<file path="config.mk">
export PLATFORM = sky130hd
export DESIGN_NAME = qsim_job_ctrl
export DESIGN_NICKNAME = d
export VERILOG_FILES = /design/src/rtl/qsim_pkg.sv /design/src/rtl/qsim_res_fifo.sv /design/src/rtl/qsim_job_ctrl.sv
export SDC_FILE = /design/constraint.sdc
export NUM_CORES = 1
export LEC_CHECK = 0
export BUFFER_PORTS_ARGS = -buffer_cell sky130_fd_sc_hd__buf_2
export CORE_UTILIZATION = 43
export CTS_CLUSTER_SIZE = 10
export DETAILED_ROUTE_END_ITERATION = 8
export PLACE_DENSITY = 0.7
export SLEW_MARGIN = 10
export SYNTH_ARGS = -nofsm -noshare
export SYNTH_HDL_FRONTEND = slang
export SYNTH_HIERARCHICAL = 1
export SYNTH_SLANG_ARGS = --single-unit
</file>
<file path="constraint.sdc">
create_clock -name clk -period 12.6 [get_ports clk]
set_input_delay 0 -clock clk [delete_from_list [all_inputs] [get_ports clk]]
set_output_delay 0 -clock clk [all_outputs]
set_load 0.02 [all_outputs]
</file>
<file path="src/rtl/qsim_pkg.sv">
// Shared defaults and the result record for the amplitude-job controller.
package qsim_pkg;

  localparam int QW_DEF        = 16;
  localparam int DW_DEF        = 5;
  localparam int AW_DEF        = 13;
  localparam int PW_DEF        = 7;
  localparam int TAGW_DEF      = 2;
  localparam int RES_DEPTH_DEF = 8;
  localparam int TIMEOUT_DEF   = 4096;

  typedef struct packed {
    logic        [TAGW_DEF-1:0] tag;
    logic signed [AW_DEF-1:0]   re;
    logic signed [AW_DEF-1:0]   im;
    logic        [PW_DEF-1:0]   ptr;
  } qsim_res_t;

endpackage

</file>
<file path="src/rtl/qsim_res_fifo.sv">
// First-word-fall-through result FIFO with occupancy and next-occupancy outputs.
module qsim_res_fifo
  import qsim_pkg::*;
#(
  parameter  int W     = 8,
  parameter  int DEPTH = RES_DEPTH_DEF,
  localparam int CW    = $clog2(DEPTH) + 1
) (
  input  logic          clk,
  input  logic          rst,
  input  logic          clr,
  input  logic          push,
  input  logic [W-1:0]  din,
  input  logic          pop,
  output logic [W-1:0]  dout,
  output logic [CW-1:0] count,
  output logic [CW-1:0] count_nxt,
  output logic          push_acc
);

  localparam int PTRW = $clog2(DEPTH);

  logic [W-1:0]    mem_q [DEPTH];
  logic [W-1:0]    mem_d [DEPTH];
  logic [PTRW-1:0] rd_q, rd_d, wr_q, wr_d;
  logic [CW-1:0]   cnt_q, cnt_d;
  logic            pop_ok, push_ok;

  always_comb begin
    pop_ok  = pop && (cnt_q != {CW{1'b0}});
    // A full FIFO still takes a push when the head leaves in the same cycle.
    push_ok = push && ((cnt_q != CW'(DEPTH)) || pop_ok);
    mem_d   = mem_q;
    if (push_ok) begin
      mem_d[wr_q] = din;
      wr_d        = wr_q + 1'b1;
    end else begin
      wr_d = wr_q;
    end
    if (pop_ok) begin
      rd_d = rd_q + 1'b1;
    end else begin
      rd_d = rd_q;
    end
    case ({push_ok, pop_ok})
      2'b10:   cnt_d = cnt_q + 1'b1;
      2'b01:   cnt_d = cnt_q - 1'b1;
      default: cnt_d = cnt_q;
    endcase
  end

  always_ff @(posedge clk or posedge rst) begin
    if (rst) begin
      for (int i = 0; i < DEPTH; i++) mem_q[i] <= {W{1'b0}};
      rd_q  <= {PTRW{1'b0}};
      wr_q  <= {PTRW{1'b0}};
      cnt_q <= {CW{1'b0}};
    end else if (clr) begin
      for (int i = 0; i < DEPTH; i++) mem_q[i] <= {W{1'b0}};
      rd_q  <= {PTRW{1'b0}};
      wr_q  <= {PTRW{1'b0}};
      cnt_q <= {CW{1'b0}};
    end else begin
      mem_q <= mem_d;
      rd_q  <= rd_d;
      wr_q  <= wr_d;
      cnt_q <= cnt_d;
    end
  end

  assign dout      = mem_q[rd_q];
  assign count     = cnt_q;
  assign count_nxt = cnt_d;
  assign push_acc  = push_ok;

endmodule

</file>
<file path="src/rtl/qsim_job_ctrl.sv">
// Multi-outstanding amplitude job controller: tags and issues jobs, matches
// tagged replies, queues results and raises sticky tag/watchdog errors.
module qsim_job_ctrl
  import qsim_pkg::*;
#(
  parameter int QW        = QW_DEF,
  parameter int DW        = DW_DEF,
  parameter int AW        = AW_DEF,
  parameter int PW        = PW_DEF,
  parameter int TAGW      = TAGW_DEF,
  parameter int RES_DEPTH = RES_DEPTH_DEF,
  parameter int TIMEOUT   = TIMEOUT_DEF
) (
  input  logic                 clk,
  input  logic                 rst,
  input  logic                 soft_clr,
  input  logic                 cmd_valid,
  output logic                 cmd_ready,
  input  logic [QW-1:0]        cmd_target,
  input  logic [QW-1:0]        cmd_initial,
  input  logic [DW-1:0]        cmd_depth,
  output logic                 wu_valid,
  input  logic                 wu_ready,
  output logic [QW-1:0]        wu_target,
  output logic [QW-1:0]        wu_initial,
  output logic [DW-1:0]        wu_depth,
  output logic [TAGW-1:0]      wu_tag,
  input  logic                 rsp_valid,
  input  logic [TAGW-1:0]      rsp_tag,
  input  logic signed [AW-1:0] rsp_real,
  input  logic signed [AW-1:0] rsp_imag,
  input  logic [PW-1:0]        rsp_ptr,
  output logic                 res_valid,
  input  logic                 res_ready,
  output logic [TAGW-1:0]      res_tag,
  output logic signed [AW-1:0] res_real,
  output logic signed [AW-1:0] res_imag,
  output logic [PW-1:0]        res_ptr,
  output logic [TAGW:0]        outstanding,
  output logic                 busy,
  output logic                 err_timeout,
  output logic                 err_tag
);

  localparam int MAX_OUT = 2 ** TAGW;
  localparam int RW      = TAGW + 2 * AW + PW;
  localparam int CW      = $clog2(RES_DEPTH) + 1;
  localparam int WDW     = $clog2(TIMEOUT) + 1;

  logic               wu_valid_q, wu_valid_d;
  logic [QW-1:0]      wu_target_q, wu_target_d, wu_initial_q, wu_initial_d;
  logic [DW-1:0]      wu_depth_q, wu_depth_d;
  logic [TAGW-1:0]    wu_tag_q, wu_tag_d, next_tag_q, next_tag_d;
  logic [MAX_OUT-1:0] inflight_q, inflight_d;
  logic [TAGW:0]      outstanding_q, outstanding_d;
  logic [WDW-1:0]     wd_q, wd_d;
  logic               err_timeout_q, err_timeout_d, err_tag_q, err_tag_d;
  logic               cmd_ready_q, cmd_ready_d, busy_q, busy_d;

  logic               cmd_acc, wu_hs, rsp_known, res_pop, push_acc;
  logic [CW-1:0]      fifo_count, fifo_count_nxt;
  logic [RW-1:0]      fifo_dout;

  assign res_valid = (fifo_count != {CW{1'b0}});
  assign res_pop   = res_valid && res_ready;

  qsim_res_fifo #(.W(RW), .DEPTH(RES_DEPTH)) u_res_fifo (
    .clk       (clk),
    .rst       (rst),
    .clr       (soft_clr),
    .push      (rsp_known),
    .din       ({rsp_tag, rsp_real, rsp_imag, rsp_ptr}),
    .pop       (res_pop),
    .dout      (fifo_dout),
    .count     (fifo_count),
    .count_nxt (fifo_count_nxt),
    .push_acc  (push_acc)
  );

  always_comb begin
    cmd_acc   = cmd_valid && cmd_ready_q;
    wu_hs     = wu_valid_q && wu_ready;
    // Looks at the pre-edge bitmap, so a reply to the tag issuing now is unknown.
    rsp_known = rsp_valid && inflight_q[rsp_tag];

    wu_target_d  = wu_target_q;
    wu_initial_d = wu_initial_q;
    wu_depth_d   = wu_depth_q;
    wu_tag_d     = wu_tag_q;
    if (cmd_acc) begin
      wu_target_d  = cmd_target;
      wu_initial_d = cmd_initial;
      wu_depth_d   = cmd_depth;
      wu_tag_d     = next_tag_q;
      wu_valid_d   = 1'b1;
    end else if (wu_hs) begin
      wu_valid_d = 1'b0;
    end else begin
      wu_valid_d = wu_valid_q;
    end

    next_tag_d = wu_hs ? next_tag_q + 1'b1 : next_tag_q;

    inflight_d = inflight_q;
    if (wu_hs) begin
      inflight_d[wu_tag_q] = 1'b1;
    end else begin
      inflight_d = inflight_q;
    end
    if (rsp_known) begin
      inflight_d[rsp_tag] = 1'b0;
    end else begin
      inflight_d = inflight_d;
    end

    case ({wu_hs, rsp_known})
      2'b10:   outstanding_d = outstanding_q + 1'b1;
      2'b01:   outstanding_d = outstanding_q - 1'b1;
      default: outstanding_d = outstanding_q;
    endcase

    if ((outstanding_q == {(TAGW+1){1'b0}}) || rsp_known) begin
      wd_d = {WDW{1'b0}};
    end else if (!rsp_valid && (wd_q != WDW'(TIMEOUT - 1))) begin
      wd_d = wd_q + 1'b1;
    end else begin
      wd_d = wd_q;
    end

    err_timeout_d = err_timeout_q || (wd_d == WDW'(TIMEOUT - 1));
    err_tag_d     = err_tag_q || (rsp_valid && !inflight_q[rsp_tag]) || (rsp_known && !push_acc);

    // Ready is registered from next-state values so it reflects the post-edge state.
    cmd_ready_d = !wu_valid_d && !inflight_d[next_tag_d] && !err_timeout_d &&
                  ((int'(fifo_count_nxt) + int'(outstanding_d)) < RES_DEPTH);
    busy_d      = (outstanding_d != {(TAGW+1){1'b0}}) || wu_valid_d;
  end

  always_ff @(posedge clk or posedge rst) begin
    if (rst) begin
      wu_valid_q    <= 1'b0;
      wu_target_q   <= {QW{1'b0}};
      wu_initial_q  <= {QW{1'b0}};
      wu_depth_q    <= {DW{1'b0}};
      wu_tag_q      <= {TAGW{1'b0}};
      next_tag_q    <= {TAGW{1'b0}};
      inflight_q    <= {MAX_OUT{1'b0}};
      outstanding_q <= {(TAGW+1){1'b0}};
      wd_q          <= {WDW{1'b0}};
      err_timeout_q <= 1'b0;
      err_tag_q     <= 1'b0;
      cmd_ready_q   <= 1'b0;
      busy_q        <= 1'b0;
    end else if (soft_clr) begin
      wu_valid_q    <= 1'b0;
      wu_target_q   <= {QW{1'b0}};
      wu_initial_q  <= {QW{1'b0}};
      wu_depth_q    <= {DW{1'b0}};
      wu_tag_q      <= {TAGW{1'b0}};
      next_tag_q    <= {TAGW{1'b0}};
      inflight_q    <= {MAX_OUT{1'b0}};
      outstanding_q <= {(TAGW+1){1'b0}};
      wd_q          <= {WDW{1'b0}};
      err_timeout_q <= 1'b0;
      err_tag_q     <= 1'b0;
      cmd_ready_q   <= 1'b0;
      busy_q        <= 1'b0;
    end else begin
      wu_valid_q    <= wu_valid_d;
      wu_target_q   <= wu_target_d;
      wu_initial_q  <= wu_initial_d;
      wu_depth_q    <= wu_depth_d;
      wu_tag_q      <= wu_tag_d;
      next_tag_q    <= next_tag_d;
      inflight_q    <= inflight_d;
      outstanding_q <= outstanding_d;
      wd_q          <= wd_d;
      err_timeout_q <= err_timeout_d;
      err_tag_q     <= err_tag_d;
      cmd_ready_q   <= cmd_ready_d;
      busy_q        <= busy_d;
    end
  end

  assign cmd_ready   = cmd_ready_q;
  assign wu_valid    = wu_valid_q;
  assign wu_target   = wu_target_q;
  assign wu_initial  = wu_initial_q;
  assign wu_depth    = wu_depth_q;
  assign wu_tag      = wu_tag_q;
  assign outstanding = outstanding_q;
  assign busy        = busy_q;
  assign err_timeout = err_timeout_q;
  assign err_tag     = err_tag_q;
  assign {res_tag, res_real, res_imag, res_ptr} = fifo_dout;

endmodule

</file>
### Word level (Yosys, flattened, before mapping)

Index checks and enable logic that the tools add are counted.

| storage, ports and cells | value |
|---|---|
| register bits after elaboration | 356 |
| bits of input ports | 79 |
| output and inout bits | 83 |
| logic and storage cells | 134 |

| operators by class | value |
|---|---|
| add/sub/neg operators | 9 |
| magnitude comparators | 9 |
| eq/ne operators | 7 |
| multiplexer cells | 47 |
| bitwise logic cells | 5 |
| reductions and logical operators | 33 |

Operators by type and width:

| cell | number |
|---|---|
| $mux 280 | 2 |
| $bwmux 280 | 1 |
| $bmux 35 s3 | 1 |
| $demux 35 s3 | 1 |
| $mux 35 | 3 |
| $mux 16 | 4 |
| $mux 13 | 3 |
| $mux 4 | 4 |
| $logic_and 1x1->1 | 15 |
| $mux 3 | 5 |
| $add 13x1->13 const B | 1 |
| $eq 13x12->1 const B | 1 |
| $ne 13x12->1 const B | 1 |
| $mux 1 | 11 |
| $mux 5 | 2 |
| $add 3x1->3 const B | 3 |
| $lt 2x3->1 const B | 3 |
| $ge 4x4->1 const B | 2 |
| $mux 2 | 4 |
| $not 3->4 | 2 |
| $pmux 4 s2 | 1 |
| $logic_not 1->1 | 6 |
| $logic_or 1x1->1 | 6 |
| $pmux 3 s2 | 1 |
| other kinds (20) | 27 |

### Longest topological paths before layout

Gate-level depths: netlist of the first run.

| depth | value |
|---|---|
| depth after elaboration | 15 |
| gate-level depth with buffers | 18 |
| gate-level depth less buffers | 17 |

### By module

Netlist of the first run, hierarchy kept.

Modules (own cells, without submodules):

| module | instances | cells each | area each (sq um) | sequential area each (sq um) |
|---|---|---|---|---|
| qsim_res_fifo | 1 | 1,458 | 14,352.5 | 7,257.0 |
| qsim_job_ctrl | 1 | 271 | 3,078.0 | 1,651.6 |

### Least setup slack after synthesis of the first run

OpenSTA, ideal clock, no wires.

| path | value |
|---|---|
| path kind | register to register |
| start point | reg u_res_fifo.cnt_q[0] (netlist: u_res_fifo/count[0]) |
| end point | reg cmd_ready_q (netlist: cmd_ready) |
| setup time | 94 ps |
| arrival | 4,153 ps |
| data required time | 12,506 ps |
| setup slack | 8,353 ps |
| cell stages (with the launch flop) | 19 |
| buffers on the path | 1 |
| clock period less this slack | 4,247 ps |
| cell sequence | dfrtp_1 -> or4_1 -> and2_1 -> nand2b_1 -> buf_2 -> o21ai_1 -> ha_1 -> xor2_1 -> ha_1 -> a21oi_1 -> xnor2_1 -> nand2b_1 -> xnor2_1 -> ha_1 -> nor3_1 -> nand3_1 -> a2111oi_0 -> nand4_1 -> a211oi_1 |

| between the ends | value |
|---|---|
| word-level cells in the longest chain between the ends | 11 |

RTL lines:

| item | RTL line | RTL |
|---|---|---|
| from (decl) | qsim_res_fifo.sv:26 | `logic [CW-1:0] cnt_q, cnt_d;` |
| from (signal assigned) | qsim_res_fifo.sv:57 | `cnt_q <= {CW{1'b0}};` |
| from (signal assigned) | qsim_res_fifo.sv:62 | `cnt_q <= {CW{1'b0}};` |
| from (signal assigned) | qsim_res_fifo.sv:67 | `cnt_q <= cnt_d;` |
| $reduce_bool 4->1 (*) | qsim_job_ctrl.sv:64 | `assign res_valid = (fifo_count != {CW{1'b0}});` |
| named net res_valid | qsim_job_ctrl.sv:33 | `output logic res_valid,` |
| $logic_and 1x1->1 (*) | qsim_job_ctrl.sv:65 | `assign res_pop = res_valid && res_ready;` |
| named net res_pop | qsim_job_ctrl.sv:60 | `logic cmd_acc, wu_hs, rsp_known, res_pop, push_acc;` |
| $logic_and 1x1->1 (*) | qsim_res_fifo.sv:30 | `pop_ok = pop && (cnt_q != {CW{1'b0}});` |
| $logic_or 1x1->1 | qsim_res_fifo.sv:32 | `push_ok = push && ((cnt_q != CW'(DEPTH)) \|\| pop_ok);` |
| $logic_and 1x1->1 | qsim_res_fifo.sv:32 |  |
| $eq 2x1->1 / $eq 2x2->1 (equally long branches) | qsim_res_fifo.sv:45 | `case ({push_ok, pop_ok})` |
| $pmux 4 s2 (*) | qsim_res_fifo.sv:45 |  |
| named net fifo_count_nxt[2] | qsim_job_ctrl.sv:61 | `logic [CW-1:0] fifo_count, fifo_count_nxt;` |
| $add 4x3->5 (*) | qsim_job_ctrl.sv:135 | `((int'(fifo_count_nxt) + int'(outstanding_d)) < RES_DEPTH);` |
| $lt 5x4->1 (*) | qsim_job_ctrl.sv:135 |  |
| $logic_and 1x1->1 (*) | qsim_job_ctrl.sv:134 | `cmd_ready_d = !wu_valid_d && !inflight_d[next_tag_d] && !err_timeout_d &&` |
| $mux 1 (*) | qsim_job_ctrl.sv:154 | `end else if (soft_clr) begin` |
| to (signal assigned) | qsim_job_ctrl.sv:180 | `cmd_ready_q <= cmd_ready_d;` |
| to (decl) | qsim_job_ctrl.sv:58 | `logic cmd_ready_q, cmd_ready_d, busy_q, busy_d;` |

Mark *: on every way through the listed nets, which the timed path passes. The rest lies on a longest branch.
A chain may end at the register's enable or synchronous reset.

### Worst setup path after layout of the first run

| path | value |
|---|---|
| start point | reg u_res_fifo.cnt_q[1] (netlist: u_res_fifo/count[1]) |
| end point | reg cmd_ready_q (netlist: cmd_ready) |

| between the ends | value |
|---|---|
| word-level cells in the longest chain between the ends | 11 |

RTL lines:

| item | RTL line |
|---|---|
| $reduce_bool 4->1 (*) | qsim_job_ctrl.sv:64 |
| $logic_and 1x1->1 (*) | qsim_job_ctrl.sv:65 |
| named net res_pop | qsim_job_ctrl.sv:60 |
| $logic_and 1x1->1 (*) | qsim_res_fifo.sv:30 |
| $logic_or 1x1->1 | qsim_res_fifo.sv:32 |
| $logic_and 1x1->1 | qsim_res_fifo.sv:32 |
| $eq 2x1->1 / $eq 2x2->1 (equally long branches) | qsim_res_fifo.sv:45 |
| $pmux 4 s2 (*) | qsim_res_fifo.sv:45 |
| named net fifo_count_nxt[2] | qsim_job_ctrl.sv:61 |
| $add 4x3->5 (*) | qsim_job_ctrl.sv:135 |
| $lt 5x4->1 (*) | qsim_job_ctrl.sv:135 |
| $logic_and 1x1->1 (*) | qsim_job_ctrl.sv:134 |
| $mux 1 (*) | qsim_job_ctrl.sv:154 |

Marked as above.

==> results of run 1 <==
==> worst max-delay path by stage <==
stage / startpoint / to / slack [ns] / depth (start not counted)
5_1_grt: u_res_fifo/count[1] / cmd_ready / 7.32 / 17
3_3_place_gp: u_res_fifo/count[1] / cmd_ready / 7.94 / 17
3_5_place_dp: u_res_fifo/count[1] / cmd_ready / 7.77 / 17
2_1_floorplan: rst / u_res_fifo/count[0] / 4.59 / 1
4_1_cts: u_res_fifo/count[1] / cmd_ready / 7.72 / 17
6_report: u_res_fifo/count[1] / cmd_ready / 7.67 / 17
==> placed cells by master, fill, tap and decap left out, types with 20 or more instances in the layout <==
cell           count
a21oi_1          254
a21oi_2           31
a22o_1            40
buf_2            160
buf_4             27
clkbuf_16         42
dfrtp_1          353
dlygate4sd3_1     77
mux2_2            38
mux4_2            71
nand2_1          549
nand2_2           20
nor2_1            31
==> power breakdown <==
| part | total, W | switching [W] | internal [W] |
|---|---|---|---|
| Combinational | 0.000130 | 0.0000863 | 0.0000437 |
| Clock | 0.00108 | 0.000460 | 0.000619 |
| Sequential | 0.00116 | 0.00000576 | 0.00115 |
==> registers in the layout (all words and copies together), names as in the netlist <==
signal / cells
u_res_fifo/mem_q: 280
wu_initial: 16
wu_target: 16
wd_q: 13
wu_depth: 5
inflight_q: 4
u_res_fifo/count: 4
outstanding: 3
u_res_fifo/rd_q: 3
u_res_fifo/wr_q: 3
next_tag_q: 2
wu_tag: 2
busy: 1
cmd_ready: 1
err_tag: 1
err_timeout: 1
wu_valid: 1
==> layout make-up <==
| type | count | area, sq um | area share, % |
|---|---|---|---|
| Clock inverter | 4 | 76.3 | 0.377 |
| Timing Repair Buffer | 266 | 1820 | 8.96 |
| Inverter | 15 | 63.8 | 0.315 |
| Sequential cell | 356 | 8920 | 44.0 |
| Clock buffer | 48 | 1070 | 5.30 |
| Tap cell | 525 | 657 | 3.24 |
| Multi-Input combinational cell | 1192 | 7660 | 37.8 |
==> routing by layer <==
metal  part of all wire (%)  wire, um  up-vias  global-route usage, %
li1                       -         -     6164                      -
met1                     41     19400     6839                   31.6
met2                     49     23200      535                   39.1
met3                    7.1      3350      109                   3.93
met4                    2.9      1380        0                   8.08
met5                      0         0        -                      0
==> cells in the mapped netlist, types with 9 or more instances <==
cell      count
mux4_2       71
nand2_2      20
a21oi_1     255
nor2b_1       9
a22o_1       40
clkbuf_1     58
xnor2_1      10
xor2_1       12
nand2_1     549
dfrtp_1     356
nor2_1       32
mux2_2       38
a21oi_2      30
buf_6        10
ha_1          9
buf_2        89
inv_1        15
==> timing repair <==
item | in CTS | in global routing
setup buffers | 0 | 0
hold endpoints to repair | 532 | 0
hold buffers | 77 | 0
resized for setup | 0 | 0
==> logic make-up after synthesis <==
family          count (synthesis)  synth area share, %
mux                           113                 11.9
xor+xnor                       22                 1.11
fa+ha+maj                      10                0.761
compound gates                375                 13.8
buf+inv                       181                 5.10
simple gates                  672                 16.3
flops                         356                 51.1
==> metrics by stage <==
step	hold slack [ns]	cell area (sq um)
6_report	0.0368	20300
5_1_grt	0.0537	20300
4_1_cts	0.0253	20200
3_5_place_dp	0.219	18300
3_3_place_gp	0.217	18300
2_1_floorplan	0.133	17400
==> critical path, delay by kind of cell, from the launching register on <==
kind | cells | cell delay (ns)
xor+xnor | 3 | 0.38
compound gates | 4 | 1.40
flops | 1 | 0.47
fa+ha+maj | 3 | 0.74
simple gates | 7 | 1.84
==> run summary, run 1 <==
Status: complete, no violations
YS warnings: 6
Antenna Cells: 0
Most frequent CP cell: ha_1
DRC Markers: 0
Post-Layout Cell Count: 2,406
Sequential cell area fraction in the yosys report: 51.1%
Overflow after GRT: 0
Fillers: 3,538
Cells after synthesis: 1,729
CTS max path bufs: 3
Hold depth: 5
Worst Path Arrival: 5.40 ns
Critical Path End Type: flop
Total power draw: 0.00237 W
Reg2reg end: cmd_ready
Initial core utilization: 43.8%
Pre-CTS setup slack: 7.77 ns
Initial antenna violation count: 0
Worst-case reg-to-reg path depth: 17
Maximum vdd drop: 104 uV
Worst-Skew Late Latency: 0.57 ns
Die H: 203 um
WL final: 47,400 um
H-tree Lvls: 2
Area growth syn-to-layout: 16.3%
Ranking of synthesized cells by area: dfrtp_1 (51%), nand2_1 (12%), mux4_2 (9.2%)
Worst setup SP type: flop
Worst-path clk slew: 0.06 ns
Clock skew: 0.0272 ns
Crit share post-route: 39.1%
TritonCTS buffer count: 42
Placed Cells: 2,276
PwrDens: 117 nW/um^2
Vias in the first global route: 13,900
GRT Overall Usage: 23.6%
Die area: 41,300 sq um
Unique masters post-synth: 63
Setup TNS: 0 ns
Number of synthesized register bits: 356
Final slew viol count: 0
Utilization after layout: 50.9%
WL/cell: 19.7 um
DR pass1 iterations: 7
CP Class: reg -> reg
Min-Delay Startpoint: res_ready
Crit path max fanout: 11
Largest net degree at the start of global routing: 141
Worst Hold Endpoint: u_res_fifo/rd_q[2]
Largest area contributor in the netlist: dfrtp_1
Gpl congestion: 0.797
Routed vias/inst: 5.67
Crit path time final: 4.93 ns
Post-Syn Nets: 1,818
Hold crit path type: in -> reg
Worst slew pin tran: 1.11 ns
Core Region: 39,800 sq um
Number of max-cap violations: 0
Register-to-register setup slack: 7.67 ns
Critical path's slowest cell: or4_1
Fin. Hold Viols: 0
Yosys top cell area share: 51.1%
Nets: 1,962
Routed vias: 13,600
Mapped cell area: 17,400 sq um
First-pass GRT wire length: 77,100 um
I/O Buffers: 161
Number of I/O pins: 162
Num Clock Sinks: 356
CTS tree: done
Critical path cell sequence: or4_1 -> and2_1 -> nand2b_1 -> o21ai_1 -> ha_1 -> xor2_1 -> ha_1 -> a21oi_1 -> xnor2_1 -> nand2b_1 -> xnor2_1 -> ha_1 -> nor3_1 -> nand3_1 -> a2111oi_0 -> nand4_1 -> a211oi_1
Number of flops mapped to enable cells by yosys: 0
Reg-to-Reg Start: u_res_fifo/count[1]
CP peak stage delay: 0.56 ns
Fmax: 0.203 GHz
Max_slew headroom: 26.0%
Detail Route Antenna Nets: 0
Root buffer cell: clkbuf_16
Top_reg_cell synth: dfrtp_1
Critical Path RT: 13.07 ns
Share of cells above drive strength 1: 22.4%
Setup ws final: 7.67 ns
Mean Syn Cell Area: 10.1 sq um
Post-DP HPWL: 25,800 um
Final setup viols: 0
P_leak: 8.56 nW
FFs w/ async S/R, synth: 100%
RSZ-0062 raised after global routing: no
Row count: 73
DIE WIDTH: 203 um
First-iteration detailed-routing DRC count: 1,025
No activity file was read; power rests on OpenSTA's default activity.
==> run 2: changes to the inputs <==
- clock period: 12.6 -> 5.1 ns (I/O delays scaled with it)
==> run 2 against run 1 <==
  * Routed wire length shrank 0.55%
  * Hold slack lost 0.0090 ns
  * Critical path depth rose by 1
  * Highest routed layer is now met5
  * Count of clock-buffer cells in the layout is 2 higher
==> run summary, run 2 (synthesis gave the netlist of run 1 again) <==
Status: complete, no violations
Sequential Power Share: 49.3% (+0.4 points)
Detail Route Antenna Nets: 0 (unchanged)
TritonCTS buffer count: 42 (unchanged)
Max reg flops: 280 (unchanged)
Routed vias: 13,600 (-0.46%)
Area growth syn-to-layout: 16.2% (about the same)
I/O Buffers: 161 (unchanged)
Initial antenna violation count: 2 (+2)
Critical Path End Type: flop
GRT Overall Usage: 23.2% (-0.43 points)
Pre-CTS setup slack: 0.428 ns (-7.34 ns)
Post-CTS Resized: 0 (unchanged)
P_leak: 8.56 nW (about the same)
DIE WIDTH: 203 um (unchanged)
Minimum hold slack: 0.0278 ns (-0.00904 ns)
Cell-internal power: 0.00448 W (+150%)
Post-Layout Cell Count: 2,408 (+0.083%)
Worst-path clk slew: 0.05 ns (about the same)
Comb pwr share: 5.5% (about the same)
Critical path's slowest cell: or4_1
Fmax: 0.214 GHz (+5.6%)
Initial core utilization: 43.8% (unchanged)
Num Clock Sinks: 356 (unchanged)
Top reg by flops: u_res_fifo/mem_q
Row count: 73 (unchanged)
Multi-input gate area: 7660 sq um (unchanged)
Core Region: 39,800 sq um (unchanged)
Power share of the clock group: 45.2% (-0.4 points)
CP Class: reg -> reg
Critical path cell sequence: or4_1 -> and2_1 -> nand2b_1 -> buf_4 -> o21ai_1 -> ha_1 -> xor2_1 -> ha_1 -> a21oi_1 -> xnor2_1 -> nand2b_1 -> xnor2_1 -> ha_1 -> nor3_1 -> nand3_1 -> a2111oi_0 -> nand4_1 -> a211oi_1
First-iteration detailed-routing DRC count: 1,235 (+20%)
Final slew viol count: 0 (unchanged)
First-pass GRT wire length: 76,100 um (-1.2%)
Hold crit path type: in -> reg
WL final: 47,100 um (-0.55%)
Placed Cells: 2,279 (+0.13%)
Cts hold-fix bufs: 76 (-1.3%)
Worst-Skew Late Latency: 0.53 ns (-0.04 ns)
Clock skew: 0.00846 ns (-0.0188 ns)
Switching Fraction: 22.7% (-0.58 points)
Die H: 203 um (unchanged)
Crit path max fanout: 11 (unchanged)
Number of max-cap violations: 0 (unchanged)
Vias in the first global route: 13,800 (-1.1%)
Sw power: 0.00132 W (+140%)
Gpl congestion: 0.816 (+2.4%)
Fin. Hold Viols: 0 (unchanged)
Setup TNS: 0 ns (unchanged)
Die area: 41,300 sq um (unchanged)
Worst Path Arrival: 5.11 ns (-0.29 ns)
Worst slew pin tran: 1.21 ns (+0.0990 ns)
Crit share post-route: 91.6% (+52 points)
Share of cells above drive strength 1: 22.6% (+0.15 points)
Setup ws final: 0.428 ns (-7.24 ns)
Commonest non-fill, non-tap cell in the layout: nand2_1
Total power draw: 0.00580 W (+150%)
Root buffer cell: clkbuf_16
Worst setup SP type: flop
Nets: 1,963 (+0.051%)
WL/cell: 19.6 um (-0.63%)
PwrDens: 286 nW/um^2 (+150%)
Overflow after GRT: 0 (unchanged)
CTS tree: done
Crit path time final: 4.67 ns (-0.260 ns)
Fillers: 3,572 (+0.96%)
Max_slew headroom: 19.2% (-6.8 points)
H-tree Lvls: 2 (unchanged)
Routed vias/inst: 5.64 (-0.54%)
Most frequent CP cell: ha_1
Final setup viols: 0 (unchanged)
DR pass1 iterations: 5 (-2)
Critical Path RT: 5.53 ns (-7.54 ns)
Largest net degree at the start of global routing: 168 (+19%)
Commonest non-fill, non-tap cells in the layout: nand2_1 (549), dfrtp_1 (353), a21oi_1 (254)
Number of I/O pins: 162 (unchanged)
DRC Markers: 0 (unchanged)
CP peak stage delay: 0.57 ns (about the same)
RSZ-0062 raised after global routing: no
FF+latch area: 8920 sq um (unchanged)
CTS max path bufs: 3 (unchanged)
Maximum vdd drop: 234 uV (+120%)
Post-DP HPWL: 27,000 um (+4.8%)
Register-to-register setup slack: 0.43 ns (-7.24 ns)
Post-CTS setup buffers: 0 (unchanged)
## run 2: worst max-delay path, delay by kind of cell (launching register included)
family / cells / cell delay, ns
XOR/XNOR: 3 / 0.40
buffers and inverters: 1 / 0.21
AND/OR/NAND/NOR: 7 / 1.49
adder cells (fa/ha/maj): 3 / 0.75
flip-flops: 1 / 0.48
AO/OA/AOI/OAI: 4 / 1.25
## run 2: routing by layer
layer	track usage, %	vias up	part of all wire (%)
li1	-	6172	-
met4	6.55	2	1.9
met1	31.5	6868	42
met5	0	-	0.028
met3	4.04	79	6.8
met2	38.3	463	49
## run 2: power groups by stage
stage / sequential [W] / clock, W / combinational (W)
finish: 0.00286 / 0.00262 / 0.000319
global route: 0.00286 / 0.00279 / 0.000350
CTS: 0.00286 / 0.00267 / 0.000320
detailed placement: 0.00291 / 0 / 0.000273
global placement: 0.00291 / 0 / 0.000268
floorplan: 0.00293 / 0 / 0.000160
## run 2: final cells by class
cell class                 instances  share of cell area, %
clock buffer                      50                   5.54
timing repair buffer             267                   8.96
clock inverter                     2                 0.0865
antenna                            1                 0.0124
tap                              525                   3.24
sequential                       356                   44.0
multi-input combinational       1192                   37.8
inverter                          15                  0.297
## run 2: path summary, 6_finish.rpt
kind / startpoint / endpoint / depth (start not counted)
worst max-delay path: u_res_fifo/count[1] / cmd_ready / 18
worst min-delay path: soft_clr / next_tag_q[0] / 2
worst max register to register: u_res_fifo/count[1] / cmd_ready / 18
worst min register to register: err_timeout / cmd_ready / 1
max in group asynchronous: rst / u_res_fifo/mem_q[154] / 4
min in group asynchronous: rst / u_res_fifo/mem_q[67] / 3
## run 2: stage by stage
stage | util [%] | area, sq um
final | 50.9 | 20300
after global routing | 50.9 | 20300
after CTS | 50.9 | 20300
after detailed placement | 46.1 | 18400
after global placement | 46.1 | 18400
after floorplan | - | 17400
==> run 3: changes to the inputs <==
- CTS_BUF_LIST: default -> sky130_fd_sc_hd__clkbuf_8 sky130_fd_sc_hd__clkbuf_16
- RECOVER_POWER: default -> 50
- SYNTH_HIERARCHICAL: 1 -> default
==> run 3 against run 2 <==
  * The flow now finishes with violations (max-capacitance violations, max-slew violations)
  * Clock skew up 0.010 ns
  * Cell count down 0.21%
  * Synthesized cell count down 0.46%
  * Critical path depth down 3
  * Power up 0.25%
  * Count of clock-buffer cells in the layout down 5
==> run summary, run 3 <==
Status: finished, violations left
P_leak: 8.24 nW (-3.8%)
Register-to-register setup slack: 1.15 ns (+0.72 ns)
Met3 routed WL: 3820 um (+19%)
Adder-cell area share of the yosys netlist: 0.779% (+0.018 points)
Top routing layer in use: met4
Max reg flops: 280 (unchanged)
Clock skew: 0.0189 ns (+0.0104 ns)
Reg-to-Reg Start: u_res_fifo.count[1]
Max_slew headroom: -89.3% (-110 points)
Final slew viol count: 150 (+150)
Nets: 1,962 (-0.051%)
Crit share post-route: 77.4% (-14 points)
Routed vias: 13,400 (-1.2%)
Cell family with the largest share of critical-path delay: simple AND/OR/NAND/NOR gates
Largest area contributor in the netlist: dfrtp_1
Mapped cell area: 17,000 sq um (-2.4%)
Number of I/O pins: 162 (unchanged)
Setup ws final: 1.15 ns (+0.724 ns)
Die H: 201 um (-1.2%)
Mean Syn Cell Area: 9.89 sq um (-1.9%)
Critical Path RT: 5.53 ns (about the same)
DRC Markers: 0 (unchanged)
Sequential cell area fraction in the yosys report: 52.3% (+1.2 points)
DR pass1 iterations: 5 (unchanged)
Root buffer cell: clkbuf_16
PwrDens: 294 nW/um^2 (+2.6%)
RSZ-0062 raised after global routing: no
Cells after synthesis: 1,721 (-0.46%)
Number of flops mapped to enable cells by yosys: 0 (unchanged)
Post-Layout Cell Count: 2,403 (-0.21%)
Reg2reg end: cmd_ready
Top_reg_cell synth: dfrtp_1
Xor and xnor fraction of the mapped netlist area: 0.978% (-0.13 points)
Unique masters post-synth: 60 (-4.8%)
Number of max-cap violations: 2 (+2)
Critical path cell sequence: or3_1 -> o211ai_4 -> ha_1 -> xor2_1 -> ha_1 -> a21oi_1 -> xnor2_1 -> nand2b_1 -> xnor2_1 -> ha_1 -> a211oi_1 -> o311ai_0 -> nor3_1 -> nand2_1 -> nor4_1
Post-CTS setup buffers: 0 (unchanged)
Worst-Skew Late Latency: 0.55 ns (+0.02 ns)
WL/cell: 19.5 um (-0.23%)
CTS tree: done
Critical Path Start: u_res_fifo.count[1]
Cell-internal power: 0.00446 W (-0.47%)
Area growth syn-to-layout: 16.3%
Crit path max fanout: 11 (unchanged)
CP bufs+invs: 0 (-1)
Number of synthesized register bits: 356 (unchanged)
Worst setup SP type: flop
YS warnings: 0 (-6)
Mux cell area share after synthesis: 12.2% (+0.34 points)
Post-DP HPWL: 26,000 um (-3.7%)
CP Class: reg -> reg
FFs w/ async S/R, synth: 100% (unchanged)
Compound-Gate Fraction of Synth Area: 12.2% (-1.6 points)
Num Clock Sinks: 356 (unchanged)
CP peak stage delay: 0.48 ns (-0.09 ns)
Total power draw: 0.00581 W (+0.25%)
Worst-path clk slew: 0.05 ns (about the same)
Die area: 40,400 sq um (-2.3%)
Core Region: 38,800 sq um (-2.5%)
CTS max path bufs: 3 (unchanged)
GRT Overall Usage: 23.7% (+0.45 points)
I/O Buffers: 161 (unchanged)
First-iteration detailed-routing DRC count: 1,358 (+10%)
Yosys top cell area share: 52.3% (+1.2 points)
Placed Cells: 2,270 (-0.39%)
Ranking of synthesized cells by area: dfrtp_1 (52%), nand2_1 (13%), mux4_2 (9.4%)
Top reg by flops: u_res_fifo.mem_q
First-pass GRT wire length: 76,500 um (+0.45%)
Sw power: 0.00135 W (+2.7%)
Gpl congestion: 0.785 (-3.8%)
Setup TNS: 0 ns (unchanged)
Largest net degree at the start of global routing: 165 (-1.8%)
Sequential Power Share: 49.2% (about the same)
Setup crit end: cmd_ready
Failing checks: max-capacitance violations, max-slew violations
Overflow after GRT: 0 (unchanged)
Most frequent CP cell: ha_1
Crit path time final: 3.95 ns (-0.724 ns)
Largest family of logic cells by synthesized area: simple AND/OR/NAND/NOR gates
H-tree Lvls: 2 (unchanged)
Met2 wire length: 22,400 um (-3.3%)
Switching Fraction: 23.3% (+0.55 points)
Met1 Wirelength: 19,500 um (-2.0%)
Maximum vdd drop: 198 uV (-15%)
DIE WIDTH: 201 um (-1.2%)
Worst Path Arrival: 4.38 ns (-0.73 ns)
TritonCTS buffer count: 42 (unchanged)
Initial antenna violation count: 1 (-1)
Pre-CTS setup slack: 1.20 ns (+0.769 ns)
Commonest non-fill, non-tap cell in the layout: nand2_1
Routed vias/inst: 5.59 (-0.96%)
WL final: 46,900 um (-0.44%)
Post-Syn Nets: 1,810 (-0.44%)
Top-count cell post-synth: nand2_1
Initial core utilization: 43.8% (+0.066 points)
Comb pwr share: 5.5% (about the same)
Fin. Hold Viols: 0 (unchanged)
Worst-case reg-to-reg path depth: 15 (-3)
Post-CTS Resized: 0 (unchanged)
Critical path depth: 15 (-3)
Critical Path End Type: flop
Worst slew pin tran: 2.84 ns (+1.63 ns)
Commonest non-fill, non-tap cells in the layout: nand2_1 (582), dfrtp_1 (353), a21oi_1 (293)
Critical path's slowest cell: o211ai_4
Synth top cells by count: nand2_1 (582), dfrtp_1 (356), a21oi_1 (293), clkbuf_1 (74), mux4_2 (71)
Fmax: 0.253 GHz (+18%)
Power share of the clock group: 45.3% (about the same)
Share of cells above drive strength 1: 16.9% (-5.7 points)
Vias in the first global route: 13,800 (-0.087%)
Detail Route Antenna Nets: 0 (unchanged)
Fillers: 3,442 (-3.6%)
Post-synthesis simple-gate area fraction: 16.5% (+0.21 points)
Final setup viols: 0 (unchanged)
Hold crit path type: in -> reg
Row count: 72 (-1.4%)
==> run 3: cell families after synthesis <==
family | count (synthesis)
AO/OA/AOI/OAI | 368
XOR/XNOR | 19
adder cells (fa/ha/maj) | 10
buffers and inverters | 169
flip-flops | 356
multiplexers | 114
AND/OR/NAND/NOR | 685
==> run 3: layout make-up <==
cell class	instances	area, sq um	share of cell area, %
Antenna cell	1	2.50	0.0126
Clock buffer	45	1090	5.52
Clock inverter	10	61.3	0.310
Inverter	9	37.5	0.190
Multi-Input combinational cell	1196	7300	36.9
Sequential cell	356	8920	45.0
Tap cell	518	648	3.27
Timing Repair Buffer	268	1740	8.80
==> run 3: worst min path at each step <==
stage / cells after the start / startpoint / to
after floorplan: 1 / cmd_depth[0] / wu_depth[0]
after global placement: 3 / rst / wu_target[0]
after detailed placement: 2 / cmd_initial[9] / wu_initial[9]
after CTS: 2 / soft_clr / u_res_fifo.rd_q[1]
after global routing: 2 / soft_clr / u_res_fifo.rd_q[0]
final: 2 / soft_clr / next_tag_q[0]
==> run 3: worst reg2reg max path, stage by stage, from the launching register on <==
cell	delay [ns]
dfrtp_1	0.44
or3_1	0.46
o211ai_4	0.48
ha_1	0.35
xor2_1	0.11
ha_1	0.19
a21oi_1	0.17
xnor2_1	0.16
nand2b_1	0.09
xnor2_1	0.22
ha_1	0.29
a211oi_1	0.20
o311ai_0	0.16
nor3_1	0.20
nand2_1	0.07
nor4_1	0.27
==> run 3: power groups by stage <==
stage | clock, W | combinational (W) | sequential (W)
6_report | 0.00263 | 0.000318 | 0.00286
5_1_grt | 0.00278 | 0.000350 | 0.00286
3_3_place_gp | 0 | 0.000275 | 0.00291
4_1_cts | 0.00269 | 0.000326 | 0.00286
2_1_floorplan | 0 | 0.000171 | 0.00293
3_5_place_dp | 0 | 0.000277 | 0.00291
==> run 3: routing by layer <==
metal	track usage (%)	vias up
li1	-	6117
met1	32.0	6583
met2	38.5	627
met3	4.07	99
met4	8.15	0
met5	0	-
==> run 3: through the flow <==
step	cell area (sq um)	hold slack, ns	utilization (%)
finish	19800	0.0597	51.0
global route	19800	0.112	51.0
CTS	19900	0.0616	51.2
detailed placement	18000	0.224	46.2
global placement	18000	0.226	46.2
floorplan	17000	0.133	-
==> run 3: what timing repair did <==
| item | CTS | global route |
|---|---|---|
| hold buffers | 77 | 0 |
| hold endpoints to repair | 503 | 0 |
| setup endpoints to repair | 0 | 0 |
